[src/rtl/layer7_argmax_if.sv]
// Score-vector input and argmax result bundle between Layer7 and the argmax stage.
// The master side (Layer7 / bench) drives Data_In/Valid_In; the argmax stage drives the result.
interface layer7_argmax_if #(
  parameter int DATA_WIDHT  = 32,
  parameter int CHANNEL_IN  = 7,
  parameter int INDEX_WIDTH = 3
);
  logic [DATA_WIDHT*CHANNEL_IN-1:0] Data_In;
  logic                             Valid_In;
  logic [INDEX_WIDTH-1:0]           Class_Out;
  logic [DATA_WIDHT-1:0]            Max_Out;
  logic                             Valid_Out;
  logic                             Busy;
  logic                             Overflow;

  modport master (
    output Data_In, Valid_In,
    input  Class_Out, Max_Out, Valid_Out, Busy, Overflow
  );

  modport slave (
    input  Data_In, Valid_In,
    output Class_Out, Max_Out, Valid_Out, Busy, Overflow
  );
endinterface

[src/rtl/layer7_argmax.sv]
// Sequential argmax over a Layer7 float32 score vector: one channel compared per clock,
// with a one-entry pending buffer since Layer7 cannot be stalled.
module layer7_argmax #(
  parameter int DATA_WIDHT  = 32,
  parameter int CHANNEL_IN  = 7,
  parameter int INDEX_WIDTH = 3
) (
  input  logic           clk,
  input  logic           rst,
  layer7_argmax_if.slave bus
);
  typedef logic [CHANNEL_IN-1:0][DATA_WIDHT-1:0] vec_t;
  typedef logic [DATA_WIDHT-1:0]                 word_t;
  typedef logic [INDEX_WIDTH-1:0]                idx_t;

  localparam logic [0:0] S_IDLE = 1'b0;
  localparam logic [0:0] S_SCAN = 1'b1;
  localparam idx_t       LAST   = idx_t'(CHANNEL_IN - 1);

  function automatic logic is_nan(input word_t f);
    return (&f[30:23]) && (|f[22:0]);
  endfunction

  // Ordering on raw bits; signed zeros are equal, so +0 does not beat -0.
  function automatic logic fgt(input word_t a, input word_t b);
    logic both_zero;
    both_zero = (a[30:0] == '0) && (b[30:0] == '0);
    case ({a[31], b[31]})
      2'b00:   return a[30:0] > b[30:0];
      2'b11:   return a[30:0] < b[30:0];
      2'b01:   return !both_zero;
      default: return 1'b0;
    endcase
  endfunction

  logic [0:0] state_q, state_d;
  vec_t       work_q, work_d;
  vec_t       pend_q, pend_d;
  logic       pvld_q, pvld_d;
  word_t      best_q, best_d;
  idx_t       idx_q, idx_d;
  idx_t       cnt_q, cnt_d;
  idx_t       cls_q, cls_d;
  word_t      max_q, max_d;
  logic       vout_q, vout_d;
  logic       ovf_q, ovf_d;

  vec_t  din, start_vec;
  word_t cand, best_nx;
  idx_t  idx_nx;
  logic  take, last;

  assign din       = vec_t'(bus.Data_In);
  // A new scan starts from the pending entry if one is waiting, else from the bus.
  assign start_vec = pvld_q ? pend_q : din;
  assign cand      = work_q[cnt_q];
  assign take      = !is_nan(cand) && (is_nan(best_q) || fgt(cand, best_q));
  assign best_nx   = take ? cand : best_q;
  assign idx_nx    = take ? cnt_q : idx_q;
  assign last      = (state_q == S_SCAN) && (cnt_q == LAST);

  always_comb begin
    state_d = state_q;
    work_d  = work_q;
    pend_d  = pend_q;
    pvld_d  = pvld_q;
    best_d  = best_q;
    idx_d   = idx_q;
    cnt_d   = cnt_q;
    cls_d   = cls_q;
    max_d   = max_q;
    vout_d  = 1'b0;
    ovf_d   = ovf_q;

    if (state_q == S_IDLE) begin
      if (bus.Valid_In) begin
        work_d  = din;
        best_d  = din[0];
        idx_d   = '0;
        cnt_d   = idx_t'(1);
        state_d = S_SCAN;
      end
    end else if (last) begin
      cls_d  = idx_nx;
      max_d  = best_nx;
      vout_d = 1'b1;
      if (pvld_q || bus.Valid_In) begin
        work_d = start_vec;
        best_d = start_vec[0];
        idx_d  = '0;
        cnt_d  = idx_t'(1);
      end else begin
        state_d = S_IDLE;
      end
      // The pending slot frees on this edge, so an arriving vector may refill it.
      if (pvld_q) begin
        pvld_d = bus.Valid_In;
        if (bus.Valid_In) pend_d = din;
      end
    end else begin
      best_d = best_nx;
      idx_d  = idx_nx;
      cnt_d  = cnt_q + idx_t'(1);
      if (bus.Valid_In) begin
        if (!pvld_q) begin
          pend_d = din;
          pvld_d = 1'b1;
        end else begin
          ovf_d = 1'b1;
        end
      end
    end
  end

  always_ff @(posedge clk) begin
    if (!rst) begin
      state_q <= S_IDLE;
      work_q  <= '0;
      pend_q  <= '0;
      pvld_q  <= 1'b0;
      best_q  <= '0;
      idx_q   <= '0;
      cnt_q   <= '0;
      cls_q   <= '0;
      max_q   <= '0;
      vout_q  <= 1'b0;
      ovf_q   <= 1'b0;
    end else begin
      state_q <= state_d;
      work_q  <= work_d;
      pend_q  <= pend_d;
      pvld_q  <= pvld_d;
      best_q  <= best_d;
      idx_q   <= idx_d;
      cnt_q   <= cnt_d;
      cls_q   <= cls_d;
      max_q   <= max_d;
      vout_q  <= vout_d;
      ovf_q   <= ovf_d;
    end
  end

  assign bus.Class_Out = cls_q;
  assign bus.Max_Out   = max_q;
  assign bus.Valid_Out = vout_q;
  assign bus.Busy      = (state_q == S_SCAN);
  assign bus.Overflow  = ovf_q;
endmodule
[src/flat_wrapper.sv]
// flat-port wrapper written by rule: the top's interface ports become plain ports
module layer7_argmax_flat 
#(
  parameter int DATA_WIDHT  = 32,
  parameter int CHANNEL_IN  = 7,
  parameter int INDEX_WIDTH = 3
)
  (clk, rst, bus_Data_In, bus_Valid_In, bus_Class_Out, bus_Max_Out, bus_Valid_Out, bus_Busy, bus_Overflow);
  layer7_argmax_if #(.DATA_WIDHT(DATA_WIDHT), .CHANNEL_IN(CHANNEL_IN), .INDEX_WIDTH(INDEX_WIDTH)) bus_i ();
  input  logic clk;
  input  logic rst;
  input wire logic [$bits(bus_i.Data_In)-1:0] bus_Data_In;
  input wire logic [$bits(bus_i.Valid_In)-1:0] bus_Valid_In;
  output wire logic [$bits(bus_i.Class_Out)-1:0] bus_Class_Out;
  output wire logic [$bits(bus_i.Max_Out)-1:0] bus_Max_Out;
  output wire logic [$bits(bus_i.Valid_Out)-1:0] bus_Valid_Out;
  output wire logic [$bits(bus_i.Busy)-1:0] bus_Busy;
  output wire logic [$bits(bus_i.Overflow)-1:0] bus_Overflow;
  assign bus_i.Data_In = bus_Data_In;
  assign bus_i.Valid_In = bus_Valid_In;
  assign bus_Class_Out = bus_i.Class_Out;
  assign bus_Max_Out = bus_i.Max_Out;
  assign bus_Valid_Out = bus_i.Valid_Out;
  assign bus_Busy = bus_i.Busy;
  assign bus_Overflow = bus_i.Overflow;
  layer7_argmax #(.DATA_WIDHT(DATA_WIDHT), .CHANNEL_IN(CHANNEL_IN), .INDEX_WIDTH(INDEX_WIDTH)) u_core (.clk(clk), .rst(rst), .bus(bus_i));
endmodule
[config.mk]
export PLATFORM = sky130hd
export DESIGN_NAME = layer7_argmax_flat
export DESIGN_NICKNAME = d
export VERILOG_FILES = /design/src/rtl/layer7_argmax_if.sv /design/src/rtl/layer7_argmax.sv /design/src/flat_wrapper.sv
export SDC_FILE = /design/constraint.sdc
export NUM_CORES = 2
export LEC_CHECK = 0
export CAP_MARGIN = 20
export CELL_PAD_IN_SITES_DETAIL_PLACEMENT = 0
export CELL_PAD_IN_SITES_GLOBAL_PLACEMENT = 1
export CORE_MARGIN = 10
export CORE_UTILIZATION = 33
export CTS_CLUSTER_SIZE = 16
export DETAILED_ROUTE_END_ITERATION = 12
export PLACE_DENSITY = 0.76
export SLEW_MARGIN = 20
export SYNTH_ARGS = -nofsm -noshare
export SYNTH_HDL_FRONTEND = slang
export SYNTH_SLANG_ARGS = --single-unit
export TNS_END_PERCENT = 100
[constraint.sdc]
create_clock -name clk -period 7.03 [get_ports clk]
set_input_delay 1.0545 -clock clk [delete_from_list [all_inputs] [get_ports clk]]
set_output_delay 1.0545 -clock clk [all_outputs]
set_load 0.005 [all_outputs]
==> summary.txt <==
H-tree depth: 2
via count: 23600
CP endpoint kind: flop
routed len/inst: 23.0 µm
crit path from: u_core.cnt_q[1]
most frequent cells in the layout: 955 x nand2_1, 523 x dfxtp_1, 305 x a21oi_1
Synth Area in XOR/XNOR: 0.0708%
Gate Count Post-Synth: 3181
Port Buffers: 264
most common cell after layout, fill and taps aside: nand2_1
Hold Path End: u_core.pend_q[169]
clock sinks: 525
Filler cells: 7696
routability cong.: 0.961
Min-Delay Path Depth: 2
remaining routing DRC violations: 0
post-CTS setup buffer count: 0
total power draw: 8190 µW
Leakage: 0.0108 µW
ys async rst share: 0%
final worst-path cycle share: 79.9%
Peak VDD IR: 181 µV
Pre-Repair DR Iteration Count: 5
ranking of synthesized cells by area: dfxtp_1 42%, nand2_1 15%, a311oi_1 8.5%
post-synthesis sequential element count: 525
chip height: 294 µm
mux contribution to synthesized area: 5.87%
Max-slew headroom: 23.7%
Reg2Reg Depth: 16
maxcap violations: 0
top cell type's share of synthesized area: 42.5%
worst slew pin tran: 1.14 ns
pwr/cell area: 275 mW/mm²
RSZ-0062 raised after global routing: false
Worst setup SP type: flop
R2R Setup Slk: 1.42 ns
count of cell types in the netlist: 69
Adder-Cell Fraction of Synth Area: 1.67%
Root Driver: clkbuf_16
Final min period: 5.61 ns
crit-path max FO: 47
Starting Density: 33.3%
largest net degree at the start of global routing: 240
DR vias/cell: 5.54
R2R Path End: u_core.best_q[24]
Avg Cell Area, Syn: 7.78 µm²
HP Class: reg -> reg
hold path startpoint: u_core.pend_q[169]
Final Hold Vio Count: 0
post-synthesis sequential area ratio: 42.5%
max-slew violations: 0
HPWL after DPL: 67.6 mm
Sequential Area: 0.0105 mm²
syn nets: 3441
post-CTS sizing: 0
post-route ant nets: 0
Die W: 294 µm
RR Startpoint: u_core.cnt_q[1]
critical path data arrival time: 6.08 ns
Final Util: 40.0%
Placeable Area: 0.0743 mm²
CTS max path bufs: 3
DRT iter0 DRCs: 2590
Synth Warn #: 0
I/O pin total: 265
Worst Path Required: 7.50 ns
first-pass GRT wire length: 144 mm
grt ovf: 0
clock-pin slew on the worst setup and hold paths: 0.06 ns
WS Path Type: reg -> reg
compound-gate portion of the synthesized area: 21.8%
Layout area overhead: 20.2%
vias in the first global route: 21700
Synth area leader: dfxtp_1
WL final: 98.0 mm
largest family of logic cells by synthesized area: simple AND/OR/NAND/NOR gates
fraction of layout cells with a size suffix above 1: 6.64%
non-filler instance count after layout: 4266
Achievable Freq: 0.178 GHz
Global Route Usage Sum: 21.6%
Placed Instances: 4156
status: complete, no violations
Top FF cell, synth: dfxtp_1
post-synthesis simple-gate area fraction: 22.2%
endpoints failing setup: 0
CTS tree: yes
die area: 0.0863 mm²
cell area after synthesis: 0.0247 mm²
hold buffer count at cts: 0
number of synthesized flops with an enable pin: 0
setup TNS: 0 ns
nets: 3509
cts bufs inserted: 59
Worst Skew: 0.0355 ns
worst-skew pair later-pin latency: 0.64 ns
row count: 100
initial antenna violation count: 5
Multi-input gate area: 0.0128 mm²
[stage by stage]
step / instance area, µm² / hold slack, ns / setup WS [ns]
after floorplan: 24700 / 0.437 / 2.77
after global placement: 27700 / 0.443 / 1.52
after detailed placement: 27700 / 0.447 / 1.48
after CTS: 29700 / 0.455 / 1.42
after global routing: 29700 / 0.469 / 1.14
final: 29700 / 0.452 / 1.42
[report_power, final]
part           switching [µW]  internal [µW]
Combinational            1040            583
Clock                    1310           1820
Sequential                249           3200
Total                    2590           5600
[layout make-up]
type / count / share of cell area (%)
Clock inverter: 20 / 0.673
Clock buffer: 88 / 5.97
Antenna cell: 1 / 0.00841
Tap cell: 969 / 4.08
Sequential cell: 525 / 35.4
Multi-Input combinational cell: 2305 / 43.1
Timing Repair Buffer: 296 / 9.98
Inverter: 62 / 0.808
[critical path, cell delays in order (launching register included)]
cell	delay (ns)
dfxtp_4	0.86
buf_4	0.50
mux4_2	0.39
nand2_1	0.12
a21boi_0	0.55
inv_1	0.10
ha_1	0.31
nand4_1	0.16
nor4_1	0.59
nand3_1	0.17
and2_1	0.19
a22oi_1	0.18
a32oi_1	0.10
buf_4	0.24
nand3_2	0.21
buf_4	0.54
a311oi_2	0.18
[Yosys cell counts, types with 5 or more instances]
library cell	n
o311ai_1	13
o31ai_1	11
dfxtp_1	525
a22o_1	5
o21ai_0	77
buf_1	8
a21oi_1	306
a31o_2	13
nand4_1	21
ha_1	33
buf_4	10
mux4_2	17
a221o_1	6
nor4_1	40
nor2b_1	5
buf_2	17
a22oi_1	16
mux2i_1	87
nand3_1	37
nor2_1	275
a311oi_1	239
o211ai_1	6
a31oi_1	23
mux2_2	11
nand2_1	956
buf_6	7
a311oi_2	19
nor3_1	14
o2bb2ai_1	15
inv_1	59
clkbuf_1	245
[state kept, by name, summed over array words and instances, names as in the netlist]
| register | cells |
|---|---|
| u_core.cnt_q | 3 |
| u_core.pvld_q | 1 |
| u_core.bus.Overflow | 1 |
| u_core.pend_q | 224 |
| u_core.bus.Busy | 1 |
| u_core.best_q | 32 |
| u_core.idx_q | 3 |
| u_core.work_q | 224 |
| u_core.bus.Valid_Out | 1 |
| u_core.bus.Class_Out | 3 |
| u_core.bus.Max_Out | 32 |
[kinds of logic (layout without fill, tap and decap cells)]
family | after synthesis | in the layout
and+or+nand+nor | 1373 | 1373
AOI/OAI and AO/OA | 776 | 776
DFF | 525 | 525
buffers and inverters | 351 | 466
muxes | 121 | 121
adders and majority gates | 33 | 33
xor gates and xnor gates | 2 | 2
other | 0 | 1
[worst max-delay path by stage]
stage	end	slack [ns]	cells after the start
6_report	u_core.best_q[24]	1.42	16
5_1_grt	u_core.bus.Max_Out[20]	1.14	16
4_1_cts	u_core.bus.Max_Out[20]	1.42	15
3_5_place_dp	u_core.bus.Max_Out[12]	1.48	15
3_3_place_gp	u_core.bus.Max_Out[25]	1.52	15
2_1_floorplan	u_core.bus.Max_Out[19]	2.77	17
[per-layer routing]
layer  part of all wire [%]  GRT usage, %
met1                     45          29.8
met2                     44          33.3
met3                    7.4          4.08
met4                    3.4          7.41
met5                  0.036             0
(Power assumes the default switching activity.)
